==> config.mk <==
export PLATFORM = sky130hd
export DESIGN_NAME = heading_seq_flat
export DESIGN_NICKNAME = d
export VERILOG_FILES = /design/src/rtl/nav_pkg.sv /design/src/rtl/heading_seq_if.sv /design/src/rtl/hdng_settle_chk.sv /design/src/rtl/heading_seq.sv /design/src/flat_wrapper.sv
export SDC_FILE = /design/constraint.sdc
export NUM_CORES = 1
export LEC_CHECK = 0
export CAP_MARGIN = 20
export CORE_AREA = 2 2 68 70
export CTS_BUF_LIST = sky130_fd_sc_hd__clkbuf_16
export CTS_CLUSTER_SIZE = 28
export DETAILED_ROUTE_END_ITERATION = 7
export DIE_AREA = 0 0 70 72
export GPL_ROUTABILITY_DRIVEN = 1
export MAX_ROUTING_LAYER = met4
export PLACE_DENSITY = 0.79
export SLEW_MARGIN = 30
export SYNTH_ARGS = -nofsm -noshare
export SYNTH_HDL_FRONTEND = slang
export SYNTH_SLANG_ARGS = --single-unit
==> constraint.sdc <==
create_clock -name clk -period 2.4 [get_ports clk]
set_input_delay 0.24 -clock clk [delete_from_list [all_inputs] [get_ports clk]]
set_output_delay 0.24 -clock clk [all_outputs]
set_load 0.1 [all_outputs]
==> src/rtl/nav_pkg.sv <==
// rtl/nav_pkg.sv - shared types and heading constants for the gyro heading sequencer
package nav_pkg;

    typedef enum logic [1:0] {
        CMD_FWD   = 2'b00,
        CMD_LEFT  = 2'b01,
        CMD_RIGHT = 2'b10,
        CMD_REV   = 2'b11
    } cmd_t;

    typedef enum logic [2:0] {
        CAL_REQ  = 3'd0,
        CAL_WAIT = 3'd1,
        READY    = 3'd2,
        TURN     = 3'd3,
        FWD      = 3'd4,
        ERR      = 3'd5
    } seq_state_t;

    localparam logic [11:0] HDG_QTR  = 12'h400;
    localparam logic [11:0] HDG_HALF = 12'h800;

    // Heading arithmetic wraps modulo 4096 on purpose: a full circle is 12'h000..12'hFFF.
    function automatic logic [11:0] next_hdng(input logic [11:0] cur, input cmd_t c);
        logic [11:0] nxt;
        case (c)
            CMD_LEFT:  nxt = cur + HDG_QTR;
            CMD_RIGHT: nxt = cur - HDG_QTR;
            CMD_REV:   nxt = cur + HDG_HALF;
            default:   nxt = cur;
        endcase
        return nxt;
    endfunction

endpackage

==> src/rtl/heading_seq_if.sv <==
// rtl/heading_seq_if.sv - command, integrator and drive signals between sequencer and its neighbours
interface heading_seq_if;
    logic        recal;
    logic        cmd_vld;
    logic [1:0]  cmd;
    logic        cmd_rdy;
    logic        fwd_done;
    logic        strt_cal;
    logic        cal_done;
    logic        rdy;
    logic [11:0] heading;
    logic        moving;
    logic        en_fusion;
    logic        fwd;
    logic [11:0] dsrd_hdng;
    logic        turn_done;
    logic        err;

    modport master (
        output recal, cmd_vld, cmd, fwd_done, cal_done, rdy, heading,
        input  cmd_rdy, strt_cal, moving, en_fusion, fwd, dsrd_hdng, turn_done, err
    );

    modport slave (
        input  recal, cmd_vld, cmd, fwd_done, cal_done, rdy, heading,
        output cmd_rdy, strt_cal, moving, en_fusion, fwd, dsrd_hdng, turn_done, err
    );
endinterface

==> src/rtl/hdng_settle_chk.sv <==
// rtl/hdng_settle_chk.sv - wrapped heading error, tolerance test, settle and timeout counting
module hdng_settle_chk #(
    parameter logic [11:0] HDG_TOL      = 12'h02C,
    parameter int          SETTLE_SMPLS = 4,
    parameter int          TMO_SMPLS    = 256
) (
    input  logic        clk,
    input  logic        rst_n,
    input  logic        clr,
    input  logic        rdy,
    input  logic [11:0] dsrd_hdng,
    input  logic [11:0] heading,
    output logic        settled,
    output logic        timeout
);

    localparam int SW = $clog2(SETTLE_SMPLS + 1);
    localparam int TW = $clog2(TMO_SMPLS + 1);
    localparam logic [SW-1:0] SETTLE_TERM = SW'(SETTLE_SMPLS);
    localparam logic [SW-1:0] SETTLE_LAST = SW'(SETTLE_SMPLS - 1);
    localparam logic [TW-1:0] TMO_TERM    = TW'(TMO_SMPLS);
    localparam logic [TW-1:0] TMO_LAST    = TW'(TMO_SMPLS - 1);

    logic [SW-1:0] r_settle_cnt;
    logic [TW-1:0] r_tmo_cnt;
    logic [11:0]   w_err_h;
    logic [12:0]   w_err_ext;
    logic [12:0]   w_mag;
    logic          w_in_tol;

    // Magnitude is taken at 13 bits so an error of -2048 yields +2048 instead of overflowing.
    assign w_err_h   = dsrd_hdng - heading;
    assign w_err_ext = {w_err_h[11], w_err_h};
    assign w_mag     = w_err_ext[12] ? (13'd0 - w_err_ext) : w_err_ext;
    assign w_in_tol  = (w_mag <= {1'b0, HDG_TOL});

    assign settled = !clr && rdy && w_in_tol && (r_settle_cnt >= SETTLE_LAST);
    assign timeout = !clr && rdy && (r_tmo_cnt >= TMO_LAST);

    always_ff @(posedge clk or negedge rst_n) begin
        if (!rst_n) begin
            r_settle_cnt <= '0;
            r_tmo_cnt    <= '0;
        end else if (clr) begin
            r_settle_cnt <= '0;
            r_tmo_cnt    <= '0;
        end else if (rdy) begin
            if (!w_in_tol)
                r_settle_cnt <= '0;
            else if (r_settle_cnt != SETTLE_TERM)
                r_settle_cnt <= r_settle_cnt + 1'b1;
            if (r_tmo_cnt != TMO_TERM)
                r_tmo_cnt <= r_tmo_cnt + 1'b1;
        end
    end

endmodule

==> src/rtl/heading_seq.sv <==
// rtl/heading_seq.sv - calibration, move-command and turn-settle sequencer for the gyro integrator
module heading_seq
    import nav_pkg::*;
#(
    parameter int          FAST_SIM     = 1,
    parameter logic [11:0] HDG_TOL      = 12'h02C,
    parameter int          SETTLE_SMPLS = 4,
    parameter int          TMO_SMPLS    = (FAST_SIM != 0) ? 256 : 2048,
    parameter int          FUS_DLY      = 8
) (
    input  logic          clk,
    input  logic          rst_n,
    heading_seq_if.slave  bus
);

    localparam int FW = $clog2(FUS_DLY + 1);
    localparam logic [FW-1:0] FUS_TERM = FW'(FUS_DLY);

    seq_state_t  r_state;
    seq_state_t  w_next;
    logic [11:0] r_dsrd_hdng;
    logic        r_strt_cal;
    logic        r_turn_done;
    logic [FW-1:0] r_fus_cnt;

    cmd_t w_cmd;
    logic w_accept;
    logic w_settled;
    logic w_timeout;
    logic w_clr;
    logic w_cmd_rdy;
    logic w_moving;
    logic w_fwd;
    logic w_en_fusion;
    logic w_err;

    assign w_cmd    = cmd_t'(bus.cmd);
    assign w_accept = (r_state == READY) && bus.cmd_vld && !bus.recal;

    hdng_settle_chk #(
        .HDG_TOL      (HDG_TOL),
        .SETTLE_SMPLS (SETTLE_SMPLS),
        .TMO_SMPLS    (TMO_SMPLS)
    ) u_settle_chk (
        .clk       (clk),
        .rst_n     (rst_n),
        .clr       (w_clr),
        .rdy       (bus.rdy),
        .dsrd_hdng (r_dsrd_hdng),
        .heading   (bus.heading),
        .settled   (w_settled),
        .timeout   (w_timeout)
    );

    always_ff @(posedge clk or negedge rst_n) begin
        if (!rst_n)
            r_state <= CAL_REQ;
        else
            r_state <= w_next;
    end

    always_comb begin
        w_next = r_state;
        case (r_state)
            CAL_REQ:  w_next = CAL_WAIT;
            CAL_WAIT: if (bus.cal_done) w_next = READY;
            READY: begin
                if (bus.recal)
                    w_next = CAL_REQ;
                else if (bus.cmd_vld)
                    w_next = (w_cmd == CMD_FWD) ? FWD : TURN;
            end
            // Settle wins over timeout when both land on the same sample.
            TURN: begin
                if (w_settled)
                    w_next = READY;
                else if (w_timeout)
                    w_next = ERR;
            end
            FWD:      if (bus.fwd_done) w_next = READY;
            ERR:      if (bus.recal) w_next = CAL_REQ;
            default:  w_next = CAL_REQ;
        endcase
    end

    always_comb begin
        w_cmd_rdy   = 1'b0;
        w_moving    = 1'b0;
        w_fwd       = 1'b0;
        w_en_fusion = 1'b0;
        w_err       = 1'b0;
        w_clr       = 1'b1;
        case (r_state)
            READY: w_cmd_rdy = 1'b1;
            TURN: begin
                w_moving = 1'b1;
                w_clr    = 1'b0;
            end
            FWD: begin
                w_moving    = 1'b1;
                w_fwd       = 1'b1;
                w_en_fusion = (r_fus_cnt == FUS_TERM);
            end
            ERR:     w_err = 1'b1;
            default: ;
        endcase
    end

    // Desired heading restarts at 0 because the integrator zeroes its heading on calibration.
    always_ff @(posedge clk or negedge rst_n) begin
        if (!rst_n) begin
            r_dsrd_hdng <= '0;
            r_strt_cal  <= 1'b0;
            r_turn_done <= 1'b0;
            r_fus_cnt   <= '0;
        end else begin
            r_strt_cal  <= (r_state == CAL_REQ);
            r_turn_done <= (r_state == TURN) && w_settled;
            if (r_state == CAL_REQ)
                r_dsrd_hdng <= '0;
            else if (w_accept)
                r_dsrd_hdng <= next_hdng(r_dsrd_hdng, w_cmd);
            if (r_state != FWD)
                r_fus_cnt <= '0;
            else if (bus.rdy && (r_fus_cnt != FUS_TERM))
                r_fus_cnt <= r_fus_cnt + 1'b1;
        end
    end

    assign bus.cmd_rdy   = w_cmd_rdy;
    assign bus.strt_cal  = r_strt_cal;
    assign bus.moving    = w_moving;
    assign bus.en_fusion = w_en_fusion;
    assign bus.fwd       = w_fwd;
    assign bus.dsrd_hdng = r_dsrd_hdng;
    assign bus.turn_done = r_turn_done;
    assign bus.err       = w_err;

endmodule

==> src/flat_wrapper.sv <==
// flat-port wrapper written by rule: the top's interface ports become plain ports
module heading_seq_flat import nav_pkg::*;
#(
    parameter int          FAST_SIM     = 1,
    parameter logic [11:0] HDG_TOL      = 12'h02C,
    parameter int          SETTLE_SMPLS = 4,
    parameter int          TMO_SMPLS    = (FAST_SIM != 0) ? 256 : 2048,
    parameter int          FUS_DLY      = 8
)
  (clk, rst_n, bus_recal, bus_cmd_vld, bus_cmd, bus_fwd_done, bus_cal_done, bus_rdy, bus_heading, bus_cmd_rdy, bus_strt_cal, bus_moving, bus_en_fusion, bus_fwd, bus_dsrd_hdng, bus_turn_done, bus_err);
  heading_seq_if bus_i ();
  input  logic clk;
  input  logic rst_n;
  input wire logic [$bits(bus_i.recal)-1:0] bus_recal;
  input wire logic [$bits(bus_i.cmd_vld)-1:0] bus_cmd_vld;
  input wire logic [$bits(bus_i.cmd)-1:0] bus_cmd;
  input wire logic [$bits(bus_i.fwd_done)-1:0] bus_fwd_done;
  input wire logic [$bits(bus_i.cal_done)-1:0] bus_cal_done;
  input wire logic [$bits(bus_i.rdy)-1:0] bus_rdy;
  input wire logic [$bits(bus_i.heading)-1:0] bus_heading;
  output wire logic [$bits(bus_i.cmd_rdy)-1:0] bus_cmd_rdy;
  output wire logic [$bits(bus_i.strt_cal)-1:0] bus_strt_cal;
  output wire logic [$bits(bus_i.moving)-1:0] bus_moving;
  output wire logic [$bits(bus_i.en_fusion)-1:0] bus_en_fusion;
  output wire logic [$bits(bus_i.fwd)-1:0] bus_fwd;
  output wire logic [$bits(bus_i.dsrd_hdng)-1:0] bus_dsrd_hdng;
  output wire logic [$bits(bus_i.turn_done)-1:0] bus_turn_done;
  output wire logic [$bits(bus_i.err)-1:0] bus_err;
  assign bus_i.recal = bus_recal;
  assign bus_i.cmd_vld = bus_cmd_vld;
  assign bus_i.cmd = bus_cmd;
  assign bus_i.fwd_done = bus_fwd_done;
  assign bus_i.cal_done = bus_cal_done;
  assign bus_i.rdy = bus_rdy;
  assign bus_i.heading = bus_heading;
  assign bus_cmd_rdy = bus_i.cmd_rdy;
  assign bus_strt_cal = bus_i.strt_cal;
  assign bus_moving = bus_i.moving;
  assign bus_en_fusion = bus_i.en_fusion;
  assign bus_fwd = bus_i.fwd;
  assign bus_dsrd_hdng = bus_i.dsrd_hdng;
  assign bus_turn_done = bus_i.turn_done;
  assign bus_err = bus_i.err;
  heading_seq #(.FAST_SIM(FAST_SIM), .HDG_TOL(HDG_TOL), .SETTLE_SMPLS(SETTLE_SMPLS), .TMO_SMPLS(TMO_SMPLS), .FUS_DLY(FUS_DLY)) u_core (.clk(clk), .rst_n(rst_n), .bus(bus_i));
endmodule
Word level (Yosys, flattened, before mapping)
Index checks and enable logic that the tools add are counted.
{"block": "totals", "register_bits": 33, "input_bits": 21, "out_inout_bits": 19, "word_cells": 85}
{"block": "classes", "add_sub_neg": 8, "n_lt_le_gt_ge": 3, "eq_ne": 21, "muxes": 27, "reduce_logical": 19}
{"op": "3-bit two-way mux", "count": 12}
{"op": "12-bit case mux with 3 select lines", "count": 1}
{"op": "9-bit two-way mux", "count": 3}
{"op": "12-bit two-way mux", "count": 2}
{"op": "3-bit case mux with 6 select lines", "count": 1}
{"op": "13-bit by 6-bit less-or-equal comparator with 1-bit output (second input constant)", "count": 1}
{"op": "13-bit two-way mux", "count": 1}
{"op": "1-bit by 12-bit subtractor with 13-bit output (first input constant)", "count": 1}
{"op": "12-bit by 11-bit adder with 12-bit output (second input constant)", "count": 1}
{"op": "12-bit adder (second input constant)", "count": 1}
{"op": "3-bit inequality test (second input constant)", "count": 4}
{"op": "12-bit by 11-bit subtractor with 12-bit output (second input constant)", "count": 1}
{"op": "12-bit subtractor", "count": 1}
{"op": "2-bit inequality test (second input constant)", "count": 5}
{"op": "9-bit by 1-bit adder with 9-bit output (second input constant)", "count": 1}
{"op": "9-bit by 8-bit >= comparator with 1-bit output (second input constant)", "count": 1}
{"op": "9-bit inequality test (second input constant)", "count": 1}
{"op": "1-bit logical AND", "count": 8}
{"op": "4-bit two-way mux", "count": 2}
{"op": "3-bit by 2-bit == test with 1-bit output (second input constant)", "count": 2}
{"op": "3-bit == test (second input constant)", "count": 2}
{"op": "2-bit AND reduction", "count": 3}
{"op": "1-bit two-way mux", "count": 5}
{"op": "5-bit AND reduction", "count": 1}
{"op": "other kinds (15)", "count": 17}

Logic depth before layout (Yosys ltp)
Gate-level depths: netlist of run 1.
{"block": "depth", "word_depth": 8, "depth_mapped": 13, "ltp_nobuf": 10}

By module
Synthesis of run 1 repeated with hierarchy kept, for this count alone.
{"block": "hier_totals", "cells_unflattened": 294, "hier_area_um2": 2427.3}
{"mod": "hdng_settle_chk", "n_inst": 1, "cells_each": 200, "area_per_inst_um2": 1601.5, "seq_area_each_um2": 300.3}
{"mod": "heading_seq", "n_inst": 1, "cells_each": 94, "area_per_inst_um2": 825.8, "seq_area_each_um2": 275.3}

Least setup slack after synthesis of run 1
Ideal clock, no wire load.
{"block": "synth_timing", "path_type": "reg2reg", "startpoint": "reg u_core.r_state[1]", "endpoint": "reg u_core.r_dsrd_hdng[11] (netlist: u_core.bus.dsrd_hdng[11])", "setup_ns": 0.078, "arrival_time_ns": 3.756, "t_required_ns": 2.322, "setup_slack_ns": -1.434, "path_stages_with_launch": 7, "path_buffers": 1, "synth_period_minus_slack_ns": 3.834, "cell_sequence": "dfrtp_1 clkbuf_1 nor3b_1 nor2b_1 nand2_1 or3_1 a21oi_1"}
{"block": "synth_via", "elab_chain_cells": 5, "word_cells_on_any_way": 8, "classes_between": "1 x eq/ne; 1 x mux; 6 x reduce/logical"}
{"item": "start: declaration", "line": "heading_seq.sv:19", "text": "seq_state_t r_state;"}
{"item": "start signal: assignment", "line": "heading_seq.sv:59", "text": "r_state <= w_next;"}
{"item": "3-bit by 2-bit == test with 1-bit output", "line": "heading_seq.sv:38", "text": "assign w_accept = (r_state == READY) && bus.cmd_vld && !bus.recal;"}
{"item": "1-bit logical AND (2 in series)", "line": "heading_seq.sv:38"}
{"item": "2-bit nonzero test (no line)"}
{"item": "2-bit AND reduction (no line)"}
{"item": "end signal: assignment", "line": "heading_seq.sv:122", "text": "r_dsrd_hdng <= next_hdng(r_dsrd_hdng, w_cmd);"}
{"item": "end: declaration", "line": "heading_seq.sv:21", "text": "logic [11:0] r_dsrd_hdng;"}
Parallel ways exist; a longest one is shown, timed or not.
A chain may end at the register's enable or synchronous reset.

Worst setup path after layout of run 1
{"block": "layout_timing", "startpoint": "in bus_heading[2]", "endpoint": "reg u_core.r_state[2]"}
{"block": "layout_via", "elab_chain_cells": 8, "word_cells_on_any_way": 10, "classes_between": "2 x add/sub; 1 x order compare; 1 x eq/ne; 3 x mux; 3 x reduce/logical"}
{"item": "start: declaration", "line": "flat_wrapper.sv:20", "text": "input wire logic [$bits(bus_i.heading)-1:0] bus_heading;"}
{"item": "12-bit subtractor *", "line": "hdng_settle_chk.sv:32", "text": "assign w_err_h = dsrd_hdng - heading;"}
{"item": "1-bit by 12-bit subtractor with 13-bit output", "line": "hdng_settle_chk.sv:34", "text": "assign w_mag = w_err_ext[12] ? (13'd0 - w_err_ext) : w_err_ext;"}
{"item": "13-bit two-way mux *", "line": "hdng_settle_chk.sv:34"}
{"item": "13-bit by 6-bit less-or-equal comparator with 1-bit output *", "line": "hdng_settle_chk.sv:35", "text": "assign w_in_tol = (w_mag <= {1'b0, HDG_TOL});"}
{"item": "1-bit logical AND * (2 in series)", "line": "hdng_settle_chk.sv:37", "text": "assign settled = !clr && rdy && w_in_tol && (r_settle_cnt >= SETTLE_LAST);"}
{"item": "3-bit by 2-bit inequality test with 1-bit output (no line) or 3-bit two-way mux (tied branches)"}
{"item": "5-bit AND reduction (no line) or 3-bit case mux with 6 select lines (tied branches)"}
Every way passes the cells marked *; elsewhere a longest branch is shown, timed or not.

==> results.py, run 1 <==
metrics = {
    "floorplan": {
        "dieWidth_microns": 70,
        "dieArea_sq_um": 5040,
        "die_h_microns": 72,
        "num_rows": 24,
        "core-area_sq_um": 4264,
        "io_pins": 40,
        "initial_core_util_pct": 52.23,
    },
    "sta": {
        "slew_headroom_pct": 66.62,
        "timing.final.hold_violations": 0,
        "setup_viol": 0,
        "finalCritPeriodShare_pct": 97.05,
        "skew_ns": 0.003084,
        "fin_setup_tns_ns": 0,
        "tightest_slew_ns": 0.4961,
        "finalWorstSetupSlack_ns": 0.07077,
        "slew_viol_final": 0,
        "fmax_mhz": 429.3,
        "fin_crit_ns": 2.329,
    },
    "critical_path": {
        "critical-path-top-cell-by-count": "or3_4",
        "cp-start-kind": "primary input",
        "worst_path_max_delay_cell": "o311a_4",
        "required_ns": 2.52,
        "crit_cells": 9,
        "worst-setup-path-type": "in -> reg",
        "ff2ff_setup_slack_ns": 0.10,
        "cpPeakStageDelay_ns": 0.41,
        "worstSetupStartpoint": "bus_heading[2]",
        "worst_ep_arrival_time_ns": 2.45,
        "crit_family": "compound AO/OA/AOI/OAI gates",
        "crit_buf_inv": 1,
        "crit_chain": "dlygate4sd2_1 -> or3_4 -> o311a_4 -> o221ai_4 -> a21oi_2 -> or3_4 -> a2bb2oi_4 -> a31o_1 -> o211ai_2",
        "end_kind": "flip-flop",
        "path_max_fanout": 6,
        "reg2reg_depth": 7,
        "critical_path.endpoint": "u_core.r_state[2]",
        "reg2reg_to": "u_core.r_state[2]",
        "r2r_start": "u_core.bus.dsrd_hdng[10]",
    },
    "grt": {
        "antenna_found_initial": 0,
        "grt_pass1_vias": 2163,
        "track_usage_pct": 23.75,
        "grt_pass1_wl_microns": 9549,
        "grt_max_degree": 24,
        "grt-ovfl-total": 0,
    },
    "route": {
        "avgRoutedWirePerCell_microns": 15.29,
        "routed_wl_microns": 6084,
        "vias": 2243,
        "detail_route.vias_per_cell": 5.636,
        "drt_first_pass_iters": 5,
        "postRouteAntennaNets": 0,
        "drc": 0,
        "drt_first_iter_violations": 131,
    },
    "clocking": {
        "cts_sinks": 23,
        "cts_tree": "done",
        "htreeDepth": 1,
        "cts.clk_slew.worst_paths_ns": 0.06,
        "cts_made_buffers": 3,
        "insertion_delay_ns": 0.25,
        "cts_hold_buf": 0,
        "cts_max_path_buffers": 2,
        "root_buffer": "clkbuf_16",
    },
    "power_and_ir_drop": {
        "pwr-share-seq_pct": 25.3,
        "internal-power_mw": 1.096,
        "p_switching_uw": 995.9,
        "powerDensity_nw_per_um2": 669.8,
        "ir_worst_vdd_v": 0.0005188,
        "swShare_pct": 47.61,
        "combPwrFrac_pct": 57.9,
        "leakagePower_nw": 1.343,
        "clkPwrFrac_pct": 16.8,
    },
    "synth": {
        "yosysWarnings": 0,
        "ys_ff_latch": 23,
        "synth-async-reset-ratio_pct": 100.0,
        "synthDistinctLibCells": 61,
        "synth_largest_area_cell": "dfrtp_1",
        "netlist_area_sq_um": 2227,
        "syn_inst": 273,
        "netlist_top_cells_area": "dfrtp_1, ha_1, nor2_1",
        "synth-seq-area-share_pct": 25.84,
        "ys.flop_type": "dfrtp_1",
        "syn_area_per_cell_sq_um": 8.158,
        "synth_edf_count": 0,
        "yosysTopAreaCellShare_pct": 25.84,
    },
    "final_layout": {
        "multiInputGateArea_sq_um": 1693,
        "most-common-layout-cells": "buf_4, nor2_1, nand2_1",
        "diodes": 0,
        "final_common_cell": "buf_4",
        "fillers": 327,
        "layout.nets": 382,
        "regArea_sq_um": 580.6,
        "drive_gt1_share_pct": 32.66,
        "area_growth_pct": 40.22,
        "instances_no_fill": 398,
    },
    "placed_design": {
        "dp_cells": 388,
        "place_congestion": 0.9772,
        "dpl_worst_slack_ns": -0.5574,
        "hpwl_microns": 4238,
        "port_buffers": 29,
    },
    "run": {
        "cap_violations": 0,
    },
    "status": {
        "status": "finished, final reports clean",
    },
    "hold_path": {
        "worstHoldPathType": "in -> async",
    },
}
## cells by family after synthesis
family	after synthesis	synth area share [%]
and+or+nand+nor	115	27.19
adders and majority gates	14	7.865
muxes	4	1.910
other	1	0.1684
DFF	23	25.84
xor gates and xnor gates	18	7.079
AOI/OAI and AO/OA	61	21.24
buffers and inverters	37	8.708
## cells in the mapped netlist, drive strengths merged (2+ instances only)
cell,count
a211oi,3
a21oi,13
a31oi,2
a32oi,2
a41oi,2
and2,2
and3,3
buf,14
clkbuf,6
dfrtp,23
ha,14
inv,17
mux2,2
mux2i,2
nand2,24
nand2b,3
nand3,8
nand4,3
nor2,31
nor2b,7
nor3,11
nor3b,5
nor4,5
o2111ai,2
o211ai,3
o21a,2
o21ai,14
o22ai,2
o311ai,2
o31ai,2
or3,7
or4,2
xnor2,8
xor2,10
## stage by stage
step / instance area, sq um / hold slack (ns) / total power, mW / util [%]
CTS: 2962 / 0.3437 / 2.028 / 69.45
detailed placement: 2830 / 0.5384 / 1.664 / 66.37
global route: 3123 / 0.3763 / 2.208 / 73.24
finish: 3123 / 0.3391 / 2.092 / 73.24
floorplan: 2278 / -0.05559 / 1.346 / -
global placement: 2830 / 0.5268 / 1.642 / 66.37
## cell type report
class | instances | area share (%)
Inverter | 17 | 2.043
Sequential cell | 23 | 18.59
Clock inverter | 1 | 0.1202
Clock buffer | 3 | 2.404
Tap cell | 52 | 2.083
Multi-Input combinational cell | 222 | 54.21
Timing Repair Buffer | 80 | 20.55
## worst register-to-register path, cell delays in order, from the launching register on
cell and delay [ns]:
dfrtp_4 0.49, ha_1 0.36, a41oi_4 0.23, xor2_2 0.15
or3_4 0.41, a2bb2oi_4 0.24, a31o_1 0.21, o211ai_2 0.09
## state kept, by name (all words and copies together), names as in the netlist
name and cells:
u_core.bus.dsrd_hdng 2, u_core.bus.strt_cal 1, u_core.bus.turn_done 1, u_core.r_fus_cnt 4
u_core.r_state 3, u_core.u_settle_chk.r_settle_cnt 3, u_core.u_settle_chk.r_tmo_cnt 9
## what timing repair did
action / CTS / global route
pin swaps: 13 / 17
resized for setup: 17 / 42
setup endpoints to repair: 7 / 7
setup buffers: 2 / 5
## power by group through the flow
stage | Sequential, mW | Clock [mW] | Combinational, mW
finish | 0.530 | 0.351 | 1.21
global route | 0.540 | 0.381 | 1.29
CTS | 0.527 | 0.362 | 1.14
detailed placement | 0.535 | 0 | 1.13
global placement | 0.532 | 0 | 1.11
floorplan | 0.623 | 0 | 0.723
## worst min path at each step
stage / to / slack, ns / cells past startpoint
floorplan: u_core.bus.dsrd_hdng[11] / -0.06 / 0
global placement: u_core.r_fus_cnt[3] / 0.53 / 2
detailed placement: u_core.r_fus_cnt[3] / 0.54 / 2
CTS: u_core.r_fus_cnt[0] / 0.34 / 2
global route: u_core.r_fus_cnt[0] / 0.38 / 2
finish: u_core.r_fus_cnt[0] / 0.34 / 2
## routing by layer
metal	global-route usage (%)	vias up	share of wire, %
met5	-	-	0
met3	3.750	20	2.5
met2	41.06	49	52
met4	8.120	0	3.4
li1	-	1106	-
met1	28.47	1068	42
(Power assumes the default switching activity.)
==> run 2: changes to the inputs <==
SKIP_LAST_GASP = 1   (was unset)
==> results of run 2 <==
Same layout as run 1: the final DEF is identical, and so are final timing and power.
